--- config.mk ---
export PLATFORM = sky130hd
export DESIGN_NAME = alu_operand_stage_flat
export DESIGN_NICKNAME = d
export VERILOG_FILES = /design/src/rtl/alu_operand_stage_if.sv /design/src/rtl/alu_operand_stage.sv /design/src/flat_wrapper.sv
export SDC_FILE = /design/constraint.sdc
export NUM_CORES = 1
export LEC_CHECK = 0
export BUFFER_PORTS_ARGS = -buffer_cell sky130_fd_sc_hd__buf_2
export CAP_MARGIN = 20
export CORE_ASPECT_RATIO = 2
export CORE_MARGIN = 2
export CORE_UTILIZATION = 25
export CTS_BUF_LIST = sky130_fd_sc_hd__clkbuf_2 sky130_fd_sc_hd__clkbuf_4 sky130_fd_sc_hd__clkbuf_8
export DETAILED_ROUTE_END_ITERATION = 6
export HOLD_SLACK_MARGIN = 0.15
export PLACE_DENSITY = 0.46
export SYNTH_ARGS = -nofsm -noshare
export SYNTH_HDL_FRONTEND = slang
export SYNTH_SLANG_ARGS = --single-unit
--- constraint.sdc ---
create_clock -name clk -period 4.05 [get_ports clk]
set_clock_uncertainty 0.05 [all_clocks]
set_input_delay 0.2025 -clock clk [delete_from_list [all_inputs] [get_ports clk]]
set_output_delay 0.2025 -clock clk [all_outputs]
set_load 0.005 [all_outputs]
--- src/rtl/alu_operand_stage_if.sv ---
// Operand-stage bus: register-file write port, request side and ALU operand side.
interface alu_operand_stage_if;
  localparam int unsigned W    = 16;
  localparam int unsigned IDXW = 3;

  logic            write;
  logic [IDXW-1:0] writenum;
  logic [W-1:0]    data_in;

  logic            req_valid;
  logic            req_ready;
  logic [IDXW-1:0] rn;
  logic [IDXW-1:0] rm;
  logic [1:0]      shift;
  logic            asel;
  logic            bsel;
  logic [W-1:0]    imm;
  logic [1:0]      aluop_in;

  logic [W-1:0]    Ain;
  logic [W-1:0]    Bin;
  logic [1:0]      ALUop;
  logic            op_valid;
  logic            op_ready;

  modport master (
    output write, writenum, data_in,
    output req_valid, rn, rm, shift, asel, bsel, imm, aluop_in,
    output op_ready,
    input  req_ready, Ain, Bin, ALUop, op_valid
  );

  modport slave (
    input  write, writenum, data_in,
    input  req_valid, rn, rm, shift, asel, bsel, imm, aluop_in,
    input  op_ready,
    output req_ready, Ain, Bin, ALUop, op_valid
  );
endinterface

--- src/rtl/alu_operand_stage.sv ---
// ALU operand stage: 8x16 register file, A/B latches, B shifter and source muxes,
// presenting registered Ain/Bin/ALUop under a valid/ready handshake.
module alu_operand_stage #(
  parameter int unsigned NREGS = 8,
  parameter int unsigned W     = 16
) (
  input  logic                clk,
  input  logic                reset_n,
  alu_operand_stage_if.slave  bus
);
  localparam int unsigned IDXW = $clog2(NREGS);

  typedef enum logic [1:0] {
    S_IDLE    = 2'd0,
    S_READ_A  = 2'd1,
    S_READ_B  = 2'd2,
    S_PRESENT = 2'd3
  } state_t;

  typedef struct packed {
    logic [IDXW-1:0] rm;
    logic [1:0]      shift;
    logic            asel;
    logic            bsel;
    logic [W-1:0]    imm;
    logic [1:0]      aluop;
  } req_t;

  state_t       state_q, state_d;
  req_t         cap_q, cap_d;
  logic [W-1:0] regs_q [NREGS];
  logic [W-1:0] regs_d [NREGS];
  logic [W-1:0] a_q, a_d;
  logic [W-1:0] b_q, b_d;
  logic [W-1:0] ain_q, ain_d;
  logic [W-1:0] bin_q, bin_d;
  logic [1:0]   aluop_q, aluop_d;
  logic         op_valid_q, op_valid_d;
  logic         req_ready_q, req_ready_d;

  function automatic logic [W-1:0] shift_b(input logic [1:0] sh, input logic [W-1:0] b);
    unique case (sh)
      2'b01:   shift_b = {b[W-2:0], 1'b0};
      2'b10:   shift_b = {1'b0, b[W-1:1]};
      2'b11:   shift_b = {b[W-1], b[W-1:1]};
      default: shift_b = b;
    endcase
  endfunction

  // State register
  always_ff @(posedge clk or negedge reset_n) begin
    if (!reset_n) state_q <= S_IDLE;
    else          state_q <= state_d;
  end

  // Next-state logic; requests are only sampled in IDLE
  always_comb begin
    state_d = state_q;
    unique case (state_q)
      S_IDLE:    if (bus.req_valid) state_d = S_READ_A;
      S_READ_A:  state_d = S_READ_B;
      S_READ_B:  state_d = S_PRESENT;
      S_PRESENT: if (bus.op_ready) state_d = S_IDLE;
      default:   state_d = S_IDLE;
    endcase
  end

  // Datapath and output next values per state
  always_comb begin
    cap_d      = cap_q;
    a_d        = a_q;
    b_d        = b_q;
    ain_d      = ain_q;
    bin_d      = bin_q;
    aluop_d    = aluop_q;
    op_valid_d = op_valid_q;
    unique case (state_q)
      S_IDLE: begin
        if (bus.req_valid) begin
          cap_d.rm    = bus.rm;
          cap_d.shift = bus.shift;
          cap_d.asel  = bus.asel;
          cap_d.bsel  = bus.bsel;
          cap_d.imm   = bus.imm;
          cap_d.aluop = bus.aluop_in;
          a_d         = regs_q[bus.rn];
        end
      end
      S_READ_A: b_d = regs_q[cap_q.rm];
      S_READ_B: begin
        ain_d      = cap_q.asel ? '0 : a_q;
        bin_d      = cap_q.bsel ? cap_q.imm : shift_b(cap_q.shift, b_q);
        aluop_d    = cap_q.aluop;
        op_valid_d = 1'b1;
      end
      S_PRESENT: if (bus.op_ready) op_valid_d = 1'b0;
      default: ;
    endcase
    req_ready_d = (state_d == S_IDLE);
  end

  // Write port; reads above see the pre-edge contents
  always_comb begin
    regs_d = regs_q;
    if (bus.write) regs_d[bus.writenum] = bus.data_in;
  end

  always_ff @(posedge clk or negedge reset_n) begin
    if (!reset_n) begin
      regs_q      <= '{default: '0};
      cap_q       <= '0;
      a_q         <= '0;
      b_q         <= '0;
      ain_q       <= '0;
      bin_q       <= '0;
      aluop_q     <= 2'b00;
      op_valid_q  <= 1'b0;
      req_ready_q <= 1'b1;
    end else begin
      regs_q      <= regs_d;
      cap_q       <= cap_d;
      a_q         <= a_d;
      b_q         <= b_d;
      ain_q       <= ain_d;
      bin_q       <= bin_d;
      aluop_q     <= aluop_d;
      op_valid_q  <= op_valid_d;
      req_ready_q <= req_ready_d;
    end
  end

  assign bus.Ain       = ain_q;
  assign bus.Bin       = bin_q;
  assign bus.ALUop     = aluop_q;
  assign bus.op_valid  = op_valid_q;
  assign bus.req_ready = req_ready_q;
endmodule

--- src/flat_wrapper.sv ---
// flat-port wrapper written by rule: the top's interface ports become plain ports
module alu_operand_stage_flat 
#(
  parameter int unsigned NREGS = 8,
  parameter int unsigned W     = 16
)
  (clk, reset_n, bus_write, bus_writenum, bus_data_in, bus_req_valid, bus_rn, bus_rm, bus_shift, bus_asel, bus_bsel, bus_imm, bus_aluop_in, bus_op_ready, bus_req_ready, bus_Ain, bus_Bin, bus_ALUop, bus_op_valid);
  alu_operand_stage_if bus_i ();
  input  logic clk;
  input  logic reset_n;
  input wire logic [$bits(bus_i.write)-1:0] bus_write;
  input wire logic [$bits(bus_i.writenum)-1:0] bus_writenum;
  input wire logic [$bits(bus_i.data_in)-1:0] bus_data_in;
  input wire logic [$bits(bus_i.req_valid)-1:0] bus_req_valid;
  input wire logic [$bits(bus_i.rn)-1:0] bus_rn;
  input wire logic [$bits(bus_i.rm)-1:0] bus_rm;
  input wire logic [$bits(bus_i.shift)-1:0] bus_shift;
  input wire logic [$bits(bus_i.asel)-1:0] bus_asel;
  input wire logic [$bits(bus_i.bsel)-1:0] bus_bsel;
  input wire logic [$bits(bus_i.imm)-1:0] bus_imm;
  input wire logic [$bits(bus_i.aluop_in)-1:0] bus_aluop_in;
  input wire logic [$bits(bus_i.op_ready)-1:0] bus_op_ready;
  output wire logic [$bits(bus_i.req_ready)-1:0] bus_req_ready;
  output wire logic [$bits(bus_i.Ain)-1:0] bus_Ain;
  output wire logic [$bits(bus_i.Bin)-1:0] bus_Bin;
  output wire logic [$bits(bus_i.ALUop)-1:0] bus_ALUop;
  output wire logic [$bits(bus_i.op_valid)-1:0] bus_op_valid;
  assign bus_i.write = bus_write;
  assign bus_i.writenum = bus_writenum;
  assign bus_i.data_in = bus_data_in;
  assign bus_i.req_valid = bus_req_valid;
  assign bus_i.rn = bus_rn;
  assign bus_i.rm = bus_rm;
  assign bus_i.shift = bus_shift;
  assign bus_i.asel = bus_asel;
  assign bus_i.bsel = bus_bsel;
  assign bus_i.imm = bus_imm;
  assign bus_i.aluop_in = bus_aluop_in;
  assign bus_i.op_ready = bus_op_ready;
  assign bus_req_ready = bus_i.req_ready;
  assign bus_Ain = bus_i.Ain;
  assign bus_Bin = bus_i.Bin;
  assign bus_ALUop = bus_i.ALUop;
  assign bus_op_valid = bus_i.op_valid;
  alu_operand_stage #(.NREGS(NREGS), .W(W)) u_core (.clk(clk), .reset_n(reset_n), .bus(bus_i));
endmodule
==> results of run 1 <==
-- final timing paths --
path	cells past startpoint	slack [ps]	start	end
worst max register to register	4	1790	u_core.state_q[0]$_DFF_PN0_	u_core.cap_q[8]$_DFFE_PN0P_
max in group asynchronous	3	2670	reset_n	u_core.regs_q[111]$_DFFE_PN0P_
min in group asynchronous	2	270	reset_n	u_core.bus.Ain[9]$_DFFE_PN0P_
worst min-delay path	3	150	bus_req_valid	u_core.bus.req_ready$_DFF_PN1_
worst min register to register	2	410	u_core.bus.Ain[1]$_DFFE_PN0P_	u_core.bus.Ain[1]$_DFFE_PN0P_
worst max-delay path	4	1790	u_core.state_q[0]$_DFF_PN0_	u_core.cap_q[8]$_DFFE_PN0P_
-- metrics by stage --
step | hold slack [ps] | utilization, % | setup WS, ps
global route | 179 | 30.5 | 1570
finish | 150 | 30.5 | 1790
detailed placement | 281 | 27.5 | 1850
CTS | 150 | 30.5 | 1740
global placement | 276 | 27.5 | 1860
floorplan | -143 | - | 2520
-- worst min-delay path: stages --
cell and delay [ps]:
buf_2 120, nor3b_4 240, nor2_1 140
-- per-layer routing --
layer	wire [um]	track usage [%]	vias up
li1	-	-	3617
met1	12400	15.0	3900
met2	18000	27.8	142
met3	1020	1.70	54
met4	841	4.76	2
met5	11	0	-
-- synth_stat cells, types with 3 or more instances --
library cell	number	area share, %
a21oi_1	28	1.3
a22o_1	32	2.5
buf_2	20	0.91
buf_4	16	1.1
buf_6	5	0.51
clkbuf_1	24	0.82
dfrtp_1	222	50
mux2_2	207	21
mux2i_1	65	5.9
nand2_1	151	5.1
nand2b_1	18	1.0
nand3b_1	16	1.1
nand4b_2	3	0.41
nor2_1	20	0.68
nor2b_1	3	0.17
o211ai_1	14	0.95
o21ai_0	3	0.14
o22ai_1	33	1.9
o31ai_1	33	2.2
-- kinds of logic after synthesis --
family / count (synthesis)
mux: 272
flops: 223
simple gates: 219
compound gates: 146
buf+inv: 69
-- layout make-up --
type	count	area, um2
antenna	1	2.50
clock buffer	58	717
clock inverter	5	35.0
fill	4530	30200
inverter	2	7.51
multi-input combinational	637	5080
sequential	223	5580
tap	550	688
timing repair buffer	160	1180
-- sequential cells by signal, summed over array words and instances, names as in the netlist --
signal                cells
u_core.bus.Bin           16
u_core.bus.ALUop          2
u_core.cap_q             25
u_core.a_q               16
u_core.state_q            2
u_core.b_q               16
u_core.bus.req_ready      1
u_core.bus.Ain           16
u_core.regs_q           128
u_core.bus.op_valid       1
-- power breakdown --
part	total [W]	leakage, nW	switching (W)	internal, W
combinational	0.00289	2.79	0.00142	0.00147
clock	0.00206	0.400	0.000940	0.00112
sequential	0.00370	2.72	0.000725	0.00297
==> impl_metrics.py, run 1 <==
metrics = {
    "worst_hold_path": {
        "worstHoldPathType": "in2reg",
    },
    "die": {
        "die_y_um": 301,
        "core_mm2": 0.0435,
        "dieArea_mm2": 0.0459,
        "rows": 108,
        "start_util_pct": 25.3,
        "die_w_um": 152,
        "io_pins": 88,
    },
    "cts": {
        "clk_pin_slew_worst_paths_ps": 60,
        "cts_root_buffer": "clkbuf_8",
        "numClockSinks": 223,
        "cts_hold_buf": 56,
        "cts_resized": 0,
        "htree_num_levels": 2,
        "cts_buffer_depth": 3,
        "cts_tree": "built",
        "insertion_delay_ps": 550,
        "cts_inserted_buffers": 35,
        "cts_setup_buffers": 0,
    },
    "cells_and_area": {
        "most-common-layout-cells": "dfrtp_1, mux2_2, nand2_1",
        "syn2layout_area_growth_pct": 20.6,
        "design_area_mm2": 0.0133,
        "layout.cells.non_filler": 1636,
        "final_common_cell": "dfrtp_1",
        "final_layout_size_suffix_gt1_share_pct": 36.2,
        "nNetsFinal": 1111,
    },
    "detailed_routing": {
        "drc": 0,
        "routed_wl_mm": 32.2,
        "viasPerCell": 4.72,
        "antenna_left": 0,
        "wl_per_cell_um": 19.7,
        "drt_iter0_drc": 309,
        "via_count": 7715,
        "drtPass1Iterations": 4,
    },
    "placed_design": {
        "io_buffers": 87,
        "gp_congestion": 0.733,
        "post-place-cells": 1516,
        "dpl_cell_area_mm2": 0.0120,
        "dpl.hpwl_mm": 21.2,
    },
    "power_and_ir_drop": {
        "powerDensity_mw_per_mm2": 651,
        "leakage_nw": 5.91,
        "vdd_drop_max_mv": 0.196,
        "finalPower_w": 0.00865,
    },
    "worst_setup_path": {
        "slowest_delay_ps": 880,
        "cp_common_cell": "nand2_1",
        "crit_chain": "nor3b_4, nand2_1, dlygate4sd3_1, nand2_1",
        "path_class": "reg2reg",
        "cp.arrival_ps": 2690,
        "cp-end-kind": "register",
        "required_ps": 4470,
        "slowest_stage": "nor3b_4",
        "cp_top_family": "simple AND/OR/NAND/NOR gates",
        "crit_fanout": 23,
        "path_buf_inv": 1,
        "cp-start-kind": "register",
    },
    "grt": {
        "grt_max_degree": 105,
        "grt_use_total_pct": 14.0,
        "antenna_found_initial": 2,
        "grt_overflow": 0,
        "grt_pass1_wl_mm": 49.8,
        "first_global_vias": 8315,
    },
    "synthesis": {
        "synth_edf_count": 0,
        "synth_compound_area_share_pct": 9.23,
        "syn_area_mm2": 0.0110,
        "ys_seq_area_share_pct": 50.7,
        "synth.area.mux_share_pct": 27.1,
        "yosys.area_share.simple_pct": 9.58,
        "ys.flop_type": "dfrtp_1",
        "syn_avg_cell_area_um2": 11.9,
        "synth_cells": 929,
        "synthArstFlopShare_pct": 100,
        "synthAdderAreaFrac_pct": 0,
        "synth_top_family_by_area": "multiplexers",
        "synth.lib_cells_used.distinct": 32,
        "syn_nets": 981,
        "synth_warnings": 0,
        "synth-seq-cells": 223,
        "synth_xor_area_share_pct": 0,
    },
    "timing": {
        "slew_headroom_pct": 21.9,
        "fmax_ghz": 0.442,
        "finalHoldViolations": 0,
        "grt_setup_unrepaired": "no",
        "maxSlewViolCount": 0,
        "fin_setup_tns_ps": 0,
        "tightest_slew_ps": 1170,
        "setup_viol": 0,
        "fin_crit_ps": 2260,
        "final.period_utilization_pct": 55.8,
    },
    "run": {
        "cap_violations": 0,
    },
    "outcome": {
        "outcome": "completed",
    },
}
No activity file was read; power rests on OpenSTA's default activity.
==> run 2, diff against run 1 <==
==> constraint.sdc (replaced) <==
create_clock -name clk -period 2.1 [get_ports clk]
set_clock_uncertainty 0.05 [all_clocks]
set_input_delay 0.105 -clock clk [delete_from_list [all_inputs] [get_ports clk]]
set_output_delay 0.105 -clock clk [all_outputs]
set_load 0.005 [all_outputs]
==> run 2 against run 1 <==
Effect of this change:
- count of clock-buffer cells in the layout fell by 5
- cell area increased by 0.28%
- die area unchanged
==> impl_metrics.py, run 2 (synthesized netlist as in run 1, its figures left out) <==
metrics = {
    "outcome": {
        "outcome": "completed",
    },
    "die": {
        "start_util_pct": 25.3,
        "rows": 108,
        "die_y_um": 301,
        "io_pins": 88,
        "die_w_um": 152,
        "core_mm2": 0.0435,
        "dieArea_mm2": 0.0459,
    },
    "grt": {
        "first_global_vias": 8144,
        "grt_overflow": 0,
        "grt_max_degree": 65,
        "grt_pass1_wl_mm": 49.5,
        "antenna_found_initial": 2,
        "grt_use_total_pct": 13.9,
    },
    "worst_setup_path": {
        "required_ps": 2480,
        "slowest_stage": "or3b_2",
        "path_buf_inv": 1,
        "cp-end-kind": "register",
        "path_class": "reg2reg",
        "crit_chain": "or3b_2, buf_4, o31ai_1",
        "cp_top_family": "simple AND/OR/NAND/NOR gates",
        "cp.arrival_ps": 2180,
        "slowest_delay_ps": 510,
        "crit_fanout": 46,
        "cp-start-kind": "register",
    },
    "power_and_ir_drop": {
        "switching_share_pct": 35.5,
        "combPwrFrac_pct": 35.9,
        "vdd_drop_max_mv": 0.537,
        "powerDensity_mw_per_mm2": 1240,
        "leakage_nw": 5.95,
        "power_frac_seq_pct": 41.3,
        "intPower_w": 0.0107,
        "clkPwrFrac_pct": 22.8,
        "switchingPower_w": 0.00589,
    },
    "cells_and_area": {
        "largest_register_ffs": 128,
        "syn2layout_area_growth_pct": 21.0,
        "final_common_cell": "dfrtp_1",
        "design_area_mm2": 0.0133,
        "reg.largest.list": "u_core.regs_q: 128 flops, u_core.cap_q: 25 flops",
        "most-common-layout-cells": "dfrtp_1, mux2_2, nand2_1",
        "final_layout_size_suffix_gt1_share_pct": 36.6,
        "n_fill_cell": 4487,
        "nNetsFinal": 1120,
        "largest-register": "u_core.regs_q",
    },
    "detailed_routing": {
        "via_count": 7659,
        "drt_iter0_drc": 274,
        "viasPerCell": 4.68,
        "drc": 0,
        "wl_per_cell_um": 19.5,
        "drtPass1Iterations": 4,
        "antenna_left": 0,
        "routed_wl_mm": 31.9,
    },
    "placed_design": {
        "pre_cts_ws_ps": 329,
        "dpl_cell_area_mm2": 0.0122,
        "io_buffers": 87,
        "gp_congestion": 0.722,
        "dpl.hpwl_mm": 21.0,
    },
    "timing": {
        "fmax_ghz": 0.557,
        "worst_slack_ps": 304,
        "fin_setup_tns_ps": 0,
        "tightest_slew_ps": 634,
        "final.period_utilization_pct": 85.5,
        "maxSlewViolCount": 0,
        "slew_headroom_pct": 57.7,
        "finalHoldViolations": 0,
        "setup_viol": 0,
        "grt_setup_unrepaired": "no",
        "fin_crit_ps": 1800,
    },
    "cts": {
        "insertion_delay_ps": 550,
        "cts_root_buffer": "clkbuf_8",
        "cts_resized": 0,
        "cts_buffer_depth": 3,
        "clk_pin_slew_worst_paths_ps": 70,
        "numClockSinks": 223,
        "cts_tree": "built",
        "htree_num_levels": 2,
        "cts_inserted_buffers": 35,
    },
    "worst_hold_path": {
        "worstHoldPathType": "in2reg",
    },
    "run": {
        "cap_violations": 0,
    },
}
==> run 2: final timing paths <==
path | cells after the start | endpoint | slack (ps) | from
max reg2reg | 3 | u_core.a_q[10]$_DFFE_PN0P_ | 300 | u_core.state_q[0]$_DFF_PN0_
max | 3 | u_core.a_q[10]$_DFFE_PN0P_ | 300 | u_core.state_q[0]$_DFF_PN0_
min | 4 | u_core.a_q[3]$_DFFE_PN0P_ | 180 | bus_req_valid
min in group asynchronous | 3 | u_core.bus.Bin[9]$_DFFE_PN0P_ | 590 | reset_n
min reg2reg | 2 | u_core.bus.Ain[2]$_DFFE_PN0P_ | 410 | u_core.bus.Ain[2]$_DFFE_PN0P_
max in group asynchronous | 4 | u_core.bus.req_ready$_DFF_PN1_ | 680 | reset_n
==> run 2: power groups by stage <==
| stage | Combinational, W | Sequential (W) | Clock (W) |
|---|---|---|---|
| 4_1_cts | 0.00608 | 0.00686 | 0.00396 |
| 2_1_floorplan | 0.00421 | 0.00651 | 0 |
| 5_1_grt | 0.00659 | 0.00706 | 0.00410 |
| 6_report | 0.00596 | 0.00685 | 0.00377 |
| 3_3_place_gp | 0.00590 | 0.00688 | 0 |
| 3_5_place_dp | 0.00599 | 0.00693 | 0 |
==> run 2: timing repair <==
action | in CTS | in global routing
hold buffers | 48 | 0
endpoints found under the hold margin | 380 | 0
buffers inserted | 0 | 0
==> run 2: tightest hold or removal path: stages <==
cell and delay, ps:
buf_2 130, or3b_2 200, buf_4 200, o31ai_1 100
==> run 2: final cells by class <==
cell class / instances / area (um2) / share of cell area (%)
flip-flops and latches: 223 / 5580 / 41.9
multi-input cells: 637 / 5060 / 38.0
repair buffers: 169 / 1290 / 9.71
diodes: 1 / 2.50 / 0.0188
clock buffers: 53 / 667 / 5.00
clock inverters: 3 / 22.5 / 0.169
inverters: 2 / 7.51 / 0.0563
well taps: 550 / 688 / 5.16
==> run 2: stage by stage <==
step | hold slack, ps | cells | utilization [%] | total power, W
after CTS | 151 | 1637 | 30.6 | 0.0169
after floorplan | -241 | 929 | - | 0.0107
after detailed placement | 24.5 | 1533 | 27.9 | 0.0129
after global routing | 192 | 1638 | 30.6 | 0.0178
final | 178 | 1638 | 30.6 | 0.0166
after global placement | 27.9 | 1533 | 27.9 | 0.0128
==> run 2: per-layer routing <==
metal	track usage [%]	share of wire [%]	vias up	wire [um]
met4	4.83	2.6	2	814
met5	0	0.041	-	13
met2	27.3	56	152	17700
met3	1.58	3.4	56	1070
li1	-	-	3621	-
met1	15.2	38	3828	12300
